### src/rtl/lif_pkg.sv
// Shared types and constants for the LIF spike monitor.
// The record struct describes one window result at the default widths.
package lif_pkg;

   localparam int STATE_W   = 8;
   localparam int CNT_W_DEF = 8;
   localparam int ISI_W_DEF = 12;

   typedef enum logic {
      IDLE = 1'b0,
      RUN  = 1'b1
   } lif_state_e;

   typedef struct packed {
      logic [CNT_W_DEF-1:0] count;
      logic [STATE_W-1:0]   vmax;
      logic [ISI_W_DEF-1:0] isi;
      logic                 overrun;
   } lif_rec_t;

   function automatic logic [STATE_W-1:0] umax(input logic [STATE_W-1:0] a,
                                                input logic [STATE_W-1:0] b);
      return (a > b) ? a : b;
   endfunction

endpackage

### src/rtl/lif_sat_counter.sv
// Saturating up-counter with synchronous clear (clear wins over increment).
// q_inc is the saturated q+inc value, exposed so callers can snapshot it.
module lif_sat_counter #(
   parameter int W = 8
) (
   input  logic         clk,
   input  logic         rst,
   input  logic         clr,
   input  logic         inc,
   output logic [W-1:0] q,
   output logic [W-1:0] q_inc
);

   localparam logic [W-1:0] MAX = '1;

   assign q_inc = (inc && (q != MAX)) ? q + W'(1) : q;

   always_ff @(posedge clk) begin
      if (rst || clr) q <= '0;
      else            q <= q_inc;
   end

endmodule

### src/rtl/lif_spike_monitor.sv
// Windowed spike statistics (count, peak state, last ISI) for a LIF neuron,
// delivered as one record per window over a valid/ready handshake.
module lif_spike_monitor
   import lif_pkg::*;
#(
   parameter int WIN_W = 16,
   parameter int CNT_W = 8,
   parameter int ISI_W = 12
) (
   input  logic               clk,
   input  logic               rst,
   input  logic               en,
   input  logic [WIN_W-1:0]   win_len,
   input  logic               spike_in,
   input  logic [STATE_W-1:0] state_in,
   output logic               out_valid,
   input  logic               out_ready,
   output logic [CNT_W-1:0]   out_count,
   output logic [STATE_W-1:0] out_vmax,
   output logic [ISI_W-1:0]   out_isi,
   output logic               out_overrun,
   output logic               busy
);

   lif_state_e state, state_nxt;

   logic               active, close, spike_act, hs;
   logic               seen, drop;
   logic [WIN_W-1:0]   len_q, len_eff, wcnt, wcnt_inc;
   logic [CNT_W-1:0]   cnt, cnt_inc;
   logic [ISI_W-1:0]   gap, gap_inc, isi_last, isi_snap;
   logic [STATE_W-1:0] vmax, vmax_snap;

   always_ff @(posedge clk) begin
      if (rst) state <= IDLE;
      else     state <= state_nxt;
   end

   always_comb begin
      state_nxt = state;
      case (state)
         IDLE:    if (en)  state_nxt = RUN;
         RUN:     if (!en) state_nxt = IDLE;
         default: state_nxt = IDLE;
      endcase
   end

   // en low while in RUN discards the cycle: nothing is sampled and no window closes.
   assign busy      = (state == RUN);
   assign active    = busy & en;
   assign spike_act = active & spike_in;
   assign hs        = out_valid & out_ready;
   assign len_eff   = (win_len == '0) ? WIN_W'(1) : win_len;
   assign close     = active && (wcnt_inc == len_q);

   always_ff @(posedge clk) begin
      if (rst)                              len_q <= '0;
      else if ((!busy && en) || close)      len_q <= len_eff;
   end

   lif_sat_counter #(.W(WIN_W)) u_win (
      .clk   (clk),
      .rst   (rst),
      .clr   (~active | close),
      .inc   (active),
      .q     (wcnt),
      .q_inc (wcnt_inc)
   );

   lif_sat_counter #(.W(CNT_W)) u_cnt (
      .clk   (clk),
      .rst   (rst),
      .clr   (~active | close),
      .inc   (spike_act),
      .q     (cnt),
      .q_inc (cnt_inc)
   );

   // gap_inc on a spike cycle is the saturated distance from the previous spike.
   lif_sat_counter #(.W(ISI_W)) u_gap (
      .clk   (clk),
      .rst   (rst),
      .clr   (spike_act),
      .inc   (active),
      .q     (gap),
      .q_inc (gap_inc)
   );

   assign vmax_snap = umax(vmax, state_in);
   assign isi_snap  = (spike_act && seen) ? gap_inc : isi_last;

   always_ff @(posedge clk) begin
      if (rst || !active || close) vmax <= '0;
      else                         vmax <= vmax_snap;
   end

   always_ff @(posedge clk) begin
      if (rst) begin
         seen     <= 1'b0;
         isi_last <= '0;
      end else begin
         if (!busy)          seen <= 1'b0;
         else if (spike_act) seen <= 1'b1;
         isi_last <= isi_snap;
      end
   end

   // A close while the old record is stalled drops the new one and remembers it.
   always_ff @(posedge clk) begin
      if (rst) begin
         out_valid   <= 1'b0;
         out_count   <= '0;
         out_vmax    <= '0;
         out_isi     <= '0;
         out_overrun <= 1'b0;
         drop        <= 1'b0;
      end else if (close) begin
         if (!out_valid || out_ready) begin
            out_valid   <= 1'b1;
            out_count   <= cnt_inc;
            out_vmax    <= vmax_snap;
            out_isi     <= isi_snap;
            out_overrun <= drop;
            drop        <= 1'b0;
         end else begin
            drop <= 1'b1;
         end
      end else if (hs) begin
         out_valid <= 1'b0;
      end
   end

endmodule

### config.mk
export PLATFORM = sky130hd
export DESIGN_NAME = lif_spike_monitor
export DESIGN_NICKNAME = d
export VERILOG_FILES = /design/src/rtl/lif_pkg.sv /design/src/rtl/lif_sat_counter.sv /design/src/rtl/lif_spike_monitor.sv
export SDC_FILE = /design/constraint.sdc
export NUM_CORES = 1
export LEC_CHECK = 0
export CAP_MARGIN = 10
export CORE_ASPECT_RATIO = 0.6
export CORE_MARGIN = 3
export CORE_UTILIZATION = 60
export CTS_CLUSTER_SIZE = 20
export DETAILED_ROUTE_END_ITERATION = 10
export PLACE_DENSITY = 0.85
export SLEW_MARGIN = 20
export SYNTH_ARGS = -nofsm -noshare
export SYNTH_HDL_FRONTEND = slang
export SYNTH_SLANG_ARGS = --single-unit
### constraint.sdc
create_clock -name clk -period 7.3 [get_ports clk]
set_clock_uncertainty 0.15 [all_clocks]
set_input_delay 1.825 -clock clk [delete_from_list [all_inputs] [get_ports clk]]
set_output_delay 1.825 -clock clk [all_outputs]
set_load 0.02 [all_outputs]
==> results of run 1 <==
report_power, final:
group / internal, W / switching, W / leakage (nW) / total (W)
clock: 0.000248 / 0.000220 / 0.140 / 0.000468
sequential: 0.000582 / 0.0000116 / 0.849 / 0.000594
combinational: 0.0000471 / 0.0000514 / 1.26 / 0.0000984
registers in the layout, summed over array words and instances (netlist names):
signal and cells:
out_valid 1, u_win.q 16, u_cnt.q 8, vmax 8, out_vmax 8, out_isi 12
u_gap.q 12, drop 1, out_overrun 1, len_q 16, isi_last 12, seen 1
out_count 8, busy 1
per-stage QoR:
step / util / setup WS [ns] / hold WS [ns] / area, um2
floorplan: - / 2.863 / 0.2847 / 5122
global placement: 0.7023 / 1.660 / 0.2994 / 5668
detailed placement: 0.7023 / 1.466 / 0.3092 / 5668
CTS: 0.7383 / 1.845 / 0.3199 / 5958
global route: 0.7383 / 1.528 / 0.3350 / 5958
finish: 0.7383 / 1.803 / 0.3227 / 5958
cell families (layout without fill, tap and decap cells):
family / Yosys count / after routing / synth area share
buf+inv: 49 / 92 / 0.04812
simple gates: 224 / 224 / 0.2352
mux: 30 / 30 / 0.05935
flops: 105 / 105 / 0.4104
compound gates: 99 / 99 / 0.1558
xor+xnor: 35 / 35 / 0.06424
fa+ha+maj: 11 / 11 / 0.02687
area by class of cell:
type	instances	area, um2	share of cell area
flip-flops and latches	105	2102	0.3528
well taps	108	135.1	0.02268
multi-input cells	399	2774	0.4656
inverters	15	56.30	0.009450
repair buffers	61	600.6	0.1008
clock inverters	5	47.55	0.007980
clock buffers	11	242.7	0.04074
path summary, 6_finish.rpt:
path / start / to / slack, ns / cells after the start
max: en / out_isi[4]$_SDFFE_PP0P_ / 1.80 / 10
min: drop$_SDFFE_PP0P_ / drop$_SDFFE_PP0P_ / 0.32 / 2
max reg2reg: u_win.q[1]$_SDFF_PP0_ / out_isi[4]$_SDFFE_PP0P_ / 3.10 / 10
min reg2reg: drop$_SDFFE_PP0P_ / drop$_SDFFE_PP0P_ / 0.32 / 2
metal layers:
| metal | GRT usage | wire [um] |
|---|---|---|
| met3 | 0.07153 | 1124 |
| met4 | 0.05303 | 84 |
| met5 | 0 | 0 |
| met2 | 0.3885 | 5134 |
| met1 | 0.3698 | 5730 |
cells in the final DEF, fill, tap and decap left out, types with 2 or more instances in the layout:
cell and n:
sky130_fd_sc_hd__and3_1 8, sky130_fd_sc_hd__inv_1 15, sky130_fd_sc_hd__nor2b_1 7, sky130_fd_sc_hd__and4_1 4, sky130_fd_sc_hd__a211oi_1 13, sky130_fd_sc_hd__a2111oi_2 2, sky130_fd_sc_hd__nor4_1 7, sky130_fd_sc_hd__xnor2_1 14
sky130_fd_sc_hd__a21o_1 2, sky130_fd_sc_hd__and2_1 3, sky130_fd_sc_hd__nand2_1 29, sky130_fd_sc_hd__clkbuf_16 9, sky130_fd_sc_hd__clkdlybuf4s50_1 58, sky130_fd_sc_hd__nor3_1 7, sky130_fd_sc_hd__inv_8 2, sky130_fd_sc_hd__o21a_1 3
sky130_fd_sc_hd__o21ai_0 11, sky130_fd_sc_hd__nand3_1 7, sky130_fd_sc_hd__nor3_2 3, sky130_fd_sc_hd__or3_1 3, sky130_fd_sc_hd__a41oi_1 2, sky130_fd_sc_hd__mux2_2 2, sky130_fd_sc_hd__a41o_1 2, sky130_fd_sc_hd__nor2_1 80
sky130_fd_sc_hd__a211oi_2 15, sky130_fd_sc_hd__nand4_1 16, sky130_fd_sc_hd__nand2b_1 34, sky130_fd_sc_hd__dfxtp_1 105, sky130_fd_sc_hd__or2_2 2, sky130_fd_sc_hd__o21ai_1 2, sky130_fd_sc_hd__a21oi_1 19, sky130_fd_sc_hd__mux2i_1 27
sky130_fd_sc_hd__o22a_1 8, sky130_fd_sc_hd__o311ai_0 2, sky130_fd_sc_hd__ha_1 11, sky130_fd_sc_hd__buf_4 2, sky130_fd_sc_hd__o31ai_1 2, sky130_fd_sc_hd__xor2_1 19
cells in the mapped netlist, types with 2 or more instances:
library cell | n | share of area
sky130_fd_sc_hd__buf_4 | 6 | 0.0088
sky130_fd_sc_hd__nor3_1 | 7 | 0.0068
sky130_fd_sc_hd__o21ai_1 | 2 | 0.0020
sky130_fd_sc_hd__and2_1 | 3 | 0.0037
sky130_fd_sc_hd__mux2_2 | 2 | 0.0044
sky130_fd_sc_hd__a211oi_1 | 13 | 0.019
sky130_fd_sc_hd__ha_1 | 11 | 0.027
sky130_fd_sc_hd__a21o_1 | 2 | 0.0029
sky130_fd_sc_hd__mux2i_1 | 27 | 0.053
sky130_fd_sc_hd__o22a_1 | 8 | 0.014
sky130_fd_sc_hd__nor2_1 | 80 | 0.059
sky130_fd_sc_hd__inv_1 | 15 | 0.011
sky130_fd_sc_hd__a2111oi_2 | 2 | 0.0059
sky130_fd_sc_hd__o311ai_0 | 2 | 0.0034
sky130_fd_sc_hd__o31ai_1 | 2 | 0.0029
sky130_fd_sc_hd__a21oi_1 | 19 | 0.019
sky130_fd_sc_hd__a41o_1 | 2 | 0.0039
sky130_fd_sc_hd__nand3_1 | 7 | 0.0068
sky130_fd_sc_hd__nand2_1 | 29 | 0.021
sky130_fd_sc_hd__a41oi_1 | 2 | 0.0034
sky130_fd_sc_hd__or3_1 | 3 | 0.0037
sky130_fd_sc_hd__nor3_2 | 3 | 0.0059
sky130_fd_sc_hd__nor2b_1 | 7 | 0.0085
sky130_fd_sc_hd__o21ai_0 | 11 | 0.011
sky130_fd_sc_hd__xor2_1 | 19 | 0.032
sky130_fd_sc_hd__nor4_1 | 7 | 0.0085
sky130_fd_sc_hd__clkbuf_1 | 15 | 0.011
sky130_fd_sc_hd__or2_2 | 2 | 0.0024
sky130_fd_sc_hd__nand4_1 | 16 | 0.020
sky130_fd_sc_hd__clkbuf_2 | 2 | 0.0020
sky130_fd_sc_hd__o21a_1 | 3 | 0.0044
sky130_fd_sc_hd__dfxtp_1 | 105 | 0.41
sky130_fd_sc_hd__a211oi_2 | 15 | 0.037
sky130_fd_sc_hd__xnor2_1 | 14 | 0.024
sky130_fd_sc_hd__and3_1 | 8 | 0.0098
sky130_fd_sc_hd__buf_2 | 6 | 0.0059
sky130_fd_sc_hd__buf_6 | 4 | 0.0088
sky130_fd_sc_hd__and4_1 | 4 | 0.0068
sky130_fd_sc_hd__nand2b_1 | 34 | 0.042
critical path, cell delays in order:
cell	delay (ns)
sky130_fd_sc_hd__clkdlybuf4s50_1	0.65
sky130_fd_sc_hd__nand4_1	0.17
sky130_fd_sc_hd__or4_1	0.53
sky130_fd_sc_hd__nor3_2	0.31
sky130_fd_sc_hd__mux2_1	0.35
sky130_fd_sc_hd__o31ai_1	0.30
sky130_fd_sc_hd__nand4_1	0.34
sky130_fd_sc_hd__nor2_8	0.64
sky130_fd_sc_hd__nor2_2	0.21
sky130_fd_sc_hd__o22a_1	0.24
==> reports/results.txt, run 1 <==
Count of routing violations after the opening detailed-route iteration: 378
Async set or reset register ratio after synthesis: 0
CTS max path bufs: 2
Starting density of the core: 0.6347
Highest clock rate: 181.9 MHz
Vias post-DR: 4,180
Sequential element share of the synthesized area: 0.4104
Nets in the synthesized netlist: 593
Setup TNS: 0 ns
Filler-free cell count of the finished design: 704
Final antenna diode count: 0
Synthesized area divided by synthesized cell count: 9.263 um2
Number of enable-type register cells in the synthesized netlist: 0
Kind of path behind the tightest hold check: reg2reg
Final Routed Wirelength: 12.07 mm
Signal arrival time at the worst endpoint: 5.58 ns
Largest net degree at the start of global routing: 72
Cell variety after synth: 73
Number of fillers in the final layout: 575
GRT Util Overall: 0.2573
Actual transition at the worst max-transition pin: 0.9910 ns
Die Y: 77.57 um
Normalized max-slew margin: 0.3349
Layout overhead on the synthesized area: 16.32%
Crit path capture type: flop
Peak VDD IR: 0.0001337 V
Leakage power of the design: 2.253 nW
Number of hold-repair buffers added at the cts stage: 0
Total count of hold-check failures in the final report: 0
Area of the mapped netlist: 0.005122 mm2
Number of global-route vias before repair: 4,011
Standard-cell row count: 25
Core region area: 0.008070 mm2
Count of instances resized after the clock tree is built: 0
CTS tree: yes
Kind of critical path: in2reg
Post-CTS Repair Setup Buffers: 0
NumNets Final: 631
Vias per Instance: 5.938
I/O Pins: 60
Power density cells: 194.7 mW/mm2
CTS HTree Levels: 3
Drt pass-1 iters: 5
Setup Viol. Count Final: 0
GPL Wtd Cong: 0.9814
Routed WL per cell: 17.15 um
CP Max Fanout: 46
Detailed placer's ending HPWL: 8.903 mm
Clock network latency to the later pin of the worst-skew pair: 0.35 ns
Wire length of the first global-routing pass: 20.18 mm
Number of flip-flops and latches in the synthesized netlist: 105
Clock-pin slew of the registers on the worst-case setup and hold paths: 0.07 ns
Number of max-slew violations in the final report: 0
Startpoint kind of the worst setup timing path: input port
Clock sink count: 105
Post-layout power: 0.001160 W
Remaining Overflow, GRT: 0
Unrepaired setup endpoints after global routing: false
Initial antenna violation count: 0
Primary flip-flop cell chosen by synthesis mapping: sky130_fd_sc_hd__dfxtp_1
Result of the run: finished clean
Clock root buffer master: sky130_fd_sc_hd__clkbuf_16
Floorplan die area: 0.009718 mm2
I/O Buffers: 59
Min Clock Period, post-route: 5.497 ns
Die X-Extent: 125.3 um
Count of warnings emitted by yosys: 0
Fraction of final layout cells with drive strength greater than 1: 0.09396
CP Data Required Time: 7.39 ns
Count of unresolved DRC violations after routing: 0
Max Cap Violations: 0
TritonCTS buffer count: 9
Placed cells: 688
Share of the clock period used by the worst path: 0.7529
Gate count after technology mapping: 553
Remaining antenna violation count: 0
(Power assumes the default switching activity.)
==> run 2, diff against run 1 <==
--- a/config.mk
+++ b/config.mk
@@ -8,10 +8,10 @@
 export CAP_MARGIN = 10
 export CORE_ASPECT_RATIO = 0.6
 export CORE_MARGIN = 3
-export CORE_UTILIZATION = 60
+export CORE_UTILIZATION = 56
 export CTS_CLUSTER_SIZE = 20
 export DETAILED_ROUTE_END_ITERATION = 10
-export PLACE_DENSITY = 0.85
+export PLACE_DENSITY = 0.8
 export SLEW_MARGIN = 20
 export SYNTH_ARGS = -nofsm -noshare
 export SYNTH_HDL_FRONTEND = slang
==> constraint.sdc (replaced) <==
create_clock -name clk -period 5.3 [get_ports clk]
set_clock_uncertainty 0.15 [all_clocks]
set_input_delay 1.325 -clock clk [delete_from_list [all_inputs] [get_ports clk]]
set_output_delay 1.325 -clock clk [all_outputs]
set_load 0.02 [all_outputs]
==> reports/results.txt, run 2 (same netlist as run 1, synthesis figures left out) <==
Result of the run: finished clean (unchanged)
Post-CTS Repair Setup Buffers: 0 (unchanged)
Crit path capture type: flop (unchanged)
Floorplan die area: 0.01037 mm2 (was 0.009718 mm2)
NumNets Final: 641 (was 631)
Layout overhead on the synthesized area: 18.30% (was 16.32%)
Unrepaired setup endpoints after global routing: false (unchanged)
Number of hold-repair buffers added at the cts stage: 0 (unchanged)
Bufs and invs on worst path: 3 (was 1)
Max Cap Violations: 0 (unchanged)
Remaining antenna violation count: 0 (unchanged)
Ordered cell list for the critical path: clkdlybuf4s50_1, nand4_1, or4_1, nor3_2, mux2_1, o31ai_1, nand4_1, buf_4, nor2_8, buf_12, nor2_1, a211oi_2 (was clkdlybuf4s50_1, nand4_1, or4_1, nor3_2, mux2_1, o31ai_1, nand4_1, nor2_8, nor2_2, o22a_1)
Routed WL per cell: 16.97 um (was 17.15 um)
Wire length of the first global-routing pass: 19.92 mm (was 20.18 mm)
Largest registers in the final layout: len_q: 16 flops, u_win.q: 16 flops (unchanged)
Placed Area: 0.005773 mm2 (was 0.005668 mm2)
CTS max path bufs: 2 (unchanged)
Post-placement setup slack: 0.4439 ns (was 1.466 ns)
Clock sink count: 105 (unchanged)
Clock network latency to the later pin of the worst-skew pair: 0.35 ns (about the same)
Crit-path leading delay family: simple AND/OR/NAND/NOR gates (unchanged)
Layout Utilization: 0.6976 (was 0.7383)
Die X-Extent: 129.5 um (was 125.3 um)
Actual transition at the worst max-transition pin: 0.9106 ns (was 0.9910 ns)
Commonest non-fill, non-tap cells in the layout: 105 x sky130_fd_sc_hd__dfxtp_1, 80 x sky130_fd_sc_hd__nor2_1, 58 x sky130_fd_sc_hd__clkdlybuf4s50_1 (unchanged)
Total count of hold-check failures in the final report: 0 (unchanged)
Hold WS: 0.3156 ns (was 0.3227 ns)
Signal arrival time at the worst endpoint: 4.66 ns (was 5.58 ns)
Starting density of the core: 0.5897 (was 0.6347)
Leading cell type in the layout, fill and taps excluded: sky130_fd_sc_hd__dfxtp_1 (unchanged)
Fraction of final layout cells with drive strength greater than 1: 0.1089 (was 0.09396)
I/O Buffers: 59 (unchanged)
Highest clock rate: 220.3 MHz
Longest individual stage delay on the worst path: 0.67 ns (was 0.65 ns)
Number of max-slew violations in the final report: 0 (unchanged)
Final Routed Wirelength: 12.19 mm (was 12.07 mm)
Drt pass-1 iters: 5 (unchanged)
Setup TNS: 0 ns (unchanged)
Initial antenna violation count: 0 (unchanged)
Core region area: 0.008686 mm2 (was 0.008070 mm2)
Number of fillers in the final layout: 670 (was 575)
Master of the slowest instance on the critical path: sky130_fd_sc_hd__clkdlybuf4s50_1 (unchanged)
CTS HTree Levels: 3 (unchanged)
Share of the clock period used by the worst path: 0.8566
GPL Wtd Cong: 0.9580 (was 0.9814)
Clock-pin slew of the registers on the worst-case setup and hold paths: 0.08 ns (was 0.07 ns)
Die Y: 80.09 um (was 77.57 um)
Most common cell on crit path: sky130_fd_sc_hd__nand4_1 (unchanged)
CP Max Fanout: 25 (was 46)
GRT Util Overall: 0.2477 (was 0.2573)
CTS tree: yes (unchanged)
Count of routing violations after the opening detailed-route iteration: 373 (was 378)
Leakage power of the design: 2.309 nW (was 2.253 nW)
Remaining Overflow, GRT: 0 (unchanged)
Vias per Instance: 5.833 (was 5.938)
TritonCTS buffer count: 9 (unchanged)
Clock root buffer master: sky130_fd_sc_hd__clkbuf_16 (unchanged)
Number of global-route vias before repair: 3,842 (was 4,011)
Vias post-DR: 4,188 (was 4,180)
Count of instances resized after the clock tree is built: 0 (unchanged)
Final antenna diode count: 0 (unchanged)
Final Cell Area: 0.006060 mm2 (was 0.005958 mm2)
Standard-cell row count: 26 (was 25)
Startpoint kind of the worst setup timing path: input port (unchanged)
Count of unresolved DRC violations after routing: 0 (unchanged)
Worst Slack Setup Final: 0.7598 ns (was 1.803 ns)
Detailed placer's ending HPWL: 9.240 mm (was 8.903 mm)
Kind of path behind the tightest hold check: reg2reg (unchanged)
Peak VDD IR: 0.0001787 V (was 0.0001337 V)
Kind of critical path: in2reg (unchanged)
Min Clock Period, post-route: 4.540 ns
I/O Pins: 60 (unchanged)
Power density cells: 263.5 mW/mm2 (was 194.7 mW/mm2)
Setup Viol. Count Final: 0 (unchanged)
Normalized max-slew margin: 0.3889 (was 0.3349)
Worst-case register-to-register setup slack: 1.50 ns (was 3.10 ns)
Largest net degree at the start of global routing: 69 (was 72)
CP Data Required Time: 5.42 ns (was 7.39 ns)
[run 2: changes by cell type in the layout (fill, tap and decap cells not counted), sizes merged]
cell	before	now
clkbuf	11	10
clkinv	1	2
buf	3	13
[run 2: worst reg2reg max path, delay by kind of cell, from the launching register on]
family / cells / cell delay, ns
compound gates: 2 / 0.50
xor+xnor: 1 / 0.48
fa+ha+maj: 1 / 0.27
buf+inv: 2 / 0.46
flops: 1 / 0.45
simple gates: 6 / 1.38
[run 2: final timing paths]
check,from,to,cells after the start
min reg2reg,drop$_SDFFE_PP0P_,drop$_SDFFE_PP0P_,2
max reg2reg,u_win.q[1]$_SDFF_PP0_,u_win.q[5]$_SDFF_PP0_,12
min,drop$_SDFFE_PP0P_,drop$_SDFFE_PP0P_,2
max,en,out_count[3]$_SDFFE_PP0P_,12
[run 2: metal layers]
metal	up-vias	GRT usage	wire length, um
met1	1988	0.3762	6183
met5	-	0	0
met2	143	0.3357	4839
met3	8	0.07973	1087
li1	2049	-	-
met4	0	0.05809	75
[run 2: area by class of cell]
type                    instances  area, um2  area share
clock buffers                  10      229.0     0.03779
repair buffers                 71      700.7      0.1156
clock inverters                 6      57.56    0.009498
multi-input cells             399       2774      0.4578
inverters                      15      56.30    0.009292
well taps                     112      140.1     0.02313
flip-flops and latches        105       2102      0.3469
[run 2: through the flow]
step / power, W / std cells
finish: 0.001597 / 718
global route: 0.001653 / 718
CTS: 0.001612 / 718
detailed placement: 0.0009736 / 702
global placement: 0.0009711 / 702
floorplan: 0.0009185 / 553
[run 2: power by group]
part	internal, W	leakage, nW	switching (W)
clock	0.000329	0.138	0.000311
sequential	0.000802	0.849	0.0000151
combinational	0.0000680	1.32	0.0000718
==> run 3, diff against run 2 <==
--- a/config.mk
+++ b/config.mk
@@ -12,6 +12,7 @@
 export CTS_CLUSTER_SIZE = 20
 export DETAILED_ROUTE_END_ITERATION = 10
 export PLACE_DENSITY = 0.8
+export SETUP_SLACK_MARGIN = 0.4
 export SLEW_MARGIN = 20
 export SYNTH_ARGS = -nofsm -noshare
 export SYNTH_HDL_FRONTEND = slang
==> results of run 3 <==
The final DEF is identical to that of run 2; final timing and power are the same.
==> patch: new RTL, config.mk and constraints of run 3 <==
Put one more register stage on the output `out_count`. The value now appears one clock later. The other outputs are not delayed to match.
--- a/src/rtl/lif_spike_monitor.sv
+++ b/src/rtl/lif_spike_monitor.sv
@@ -21,6 +21,8 @@
    output logic               out_overrun,
    output logic               busy
 );
+
+   logic [CNT_W-1:0] out_count_s0;
 
    lif_state_e state, state_nxt;
 
@@ -109,7 +111,7 @@
    always_ff @(posedge clk) begin
       if (rst) begin
          out_valid   <= 1'b0;
-         out_count   <= '0;
+         out_count_s0 <= '0;
          out_vmax    <= '0;
          out_isi     <= '0;
          out_overrun <= 1'b0;
@@ -117,7 +119,7 @@
       end else if (close) begin
          if (!out_valid || out_ready) begin
             out_valid   <= 1'b1;
-            out_count   <= cnt_inc;
+            out_count_s0 <= cnt_inc;
             out_vmax    <= vmax_snap;
             out_isi     <= isi_snap;
             out_overrun <= drop;
@@ -130,5 +132,9 @@
       end
    end
 
+   always_ff @(posedge clk) begin
+      out_count <= out_count_s0;
+   end
+
 endmodule
 
Check against the original RTL: not equivalent (Yosys sat finds a counterexample within 4 cycles, from zero or initial values and one cycle with rst high).
==> patch against run 3 <==
Via count up 2.1%. Design area up 7.6%. Power up 44%. Synthesized area up 1.9%. Critical path depth down 1. Sequential cell count up 8. Register-to-register slack about the same. Setup slack better by 26 ps. Clock power up 100%. Routed wire length up 9.3%. Count of clock-buffer cells in the layout up 12. Critical path type unchanged. Critical endpoint is now out_isi[6].
==> patch: results (changes against run 3) <==
WL met1 6.14 mm (-0.76%); GRT Total Usage 0.269 (+0.0208); met2 wire len 5.69 mm (+18%); hold slack final 200 ps (-116 ps); Top Family by Delay on Critical Path compound AO/OA/AOI/OAI gates; top post-synthesis cells by area dfxtp_1, nor2_1, mux2i_1; combinational share of power 0.060 (-0.028); initial DRC count 384 (+2.9%); hpwl dp 9.48 mm (+2.6%); vias 4276 (+2.1%); routing usage on met1 0.368 (-0.00788); slew margin rel. 0.416 (+0.0269); Slew Limit Fails 0 (unchanged); layout cell share with drive strength beyond 1 0.136 (+0.0268); post-synth net total 590 (-0.51%); Worst Hold Launch out_count_s0[7]; outcome completed; WL per Instance 18.2 um (+7.3%); most common library cells after synthesis dfxtp_1, nor2_1, mux2i_1; xor/xnor cell area share of the yosys netlist 0.0580 (-0.00623); Yosys cell types 64 (-12%); crit path max fanout 28 (+12%); Flop pwr share 0.384 (-0.128); mux share of post-synthesis cell area 0.0674 (+0.00800); routing usage on met2 0.387 (+0.0513); Mapped Cells 550 (-0.54%); H-Tree Depth 4 (+1); Adder-Cell Fraction of Synth Area 0.0264 (-0.000502); VDD IR-drop max 0.253 mV (+41%); total wire length 13.3 mm (+9.3%); max incr delay on CP 590 ps (-80 ps); most used routing layer met2; number of global-route vias before repair 4078 (+6.1%); RR Startpoint u_win.q[3]; dpl cells 699 (-0.43%); first-pass GRT wire length 21.5 mm (+7.8%); worst setup path end out_isi[6]; sequential-to-total area share from yosys stat 0.433 (+0.0230); clock buffer depth 2 (unchanged); sw frac 0.208 (-0.0415); Final period util 0.852 (-0.00482); Placer Congestion 0.966 (+0.85%); largest net degree at the start of global routing 63 (-8.7%); LEAKAGE 2.52 nW (+9.1%); Hold Path Depth 0 (-2)
## patch: cell count changes after synthesis, sizes merged, moves of 6 or more
| cell | run 3 | this run |
|---|---|---|
| o22a | 8 | 0 |
| nand3 | 8 | 14 |
| mux2i | 27 | 34 |
| nor3b | 0 | 8 |
| a21o | 2 | 11 |
| nand2b | 34 | 8 |
| o21ai | 15 | 4 |
| a21oi | 19 | 11 |
| nand2 | 30 | 23 |
| nor2 | 83 | 107 |
| dfxtp | 105 | 113 |
## patch: final cells by class
| cell class | count | area, um^2 |
|---|---|---|
| clock buffer | 22 | 454 |
| sequential | 113 | 2260 |
| fill | 609 | 2260 |
| clock inverter | 10 | 206 |
| multi-input combinational | 388 | 2690 |
| tap | 112 | 140 |
| timing repair buffer | 70 | 706 |
| inverter | 16 | 60.1 |
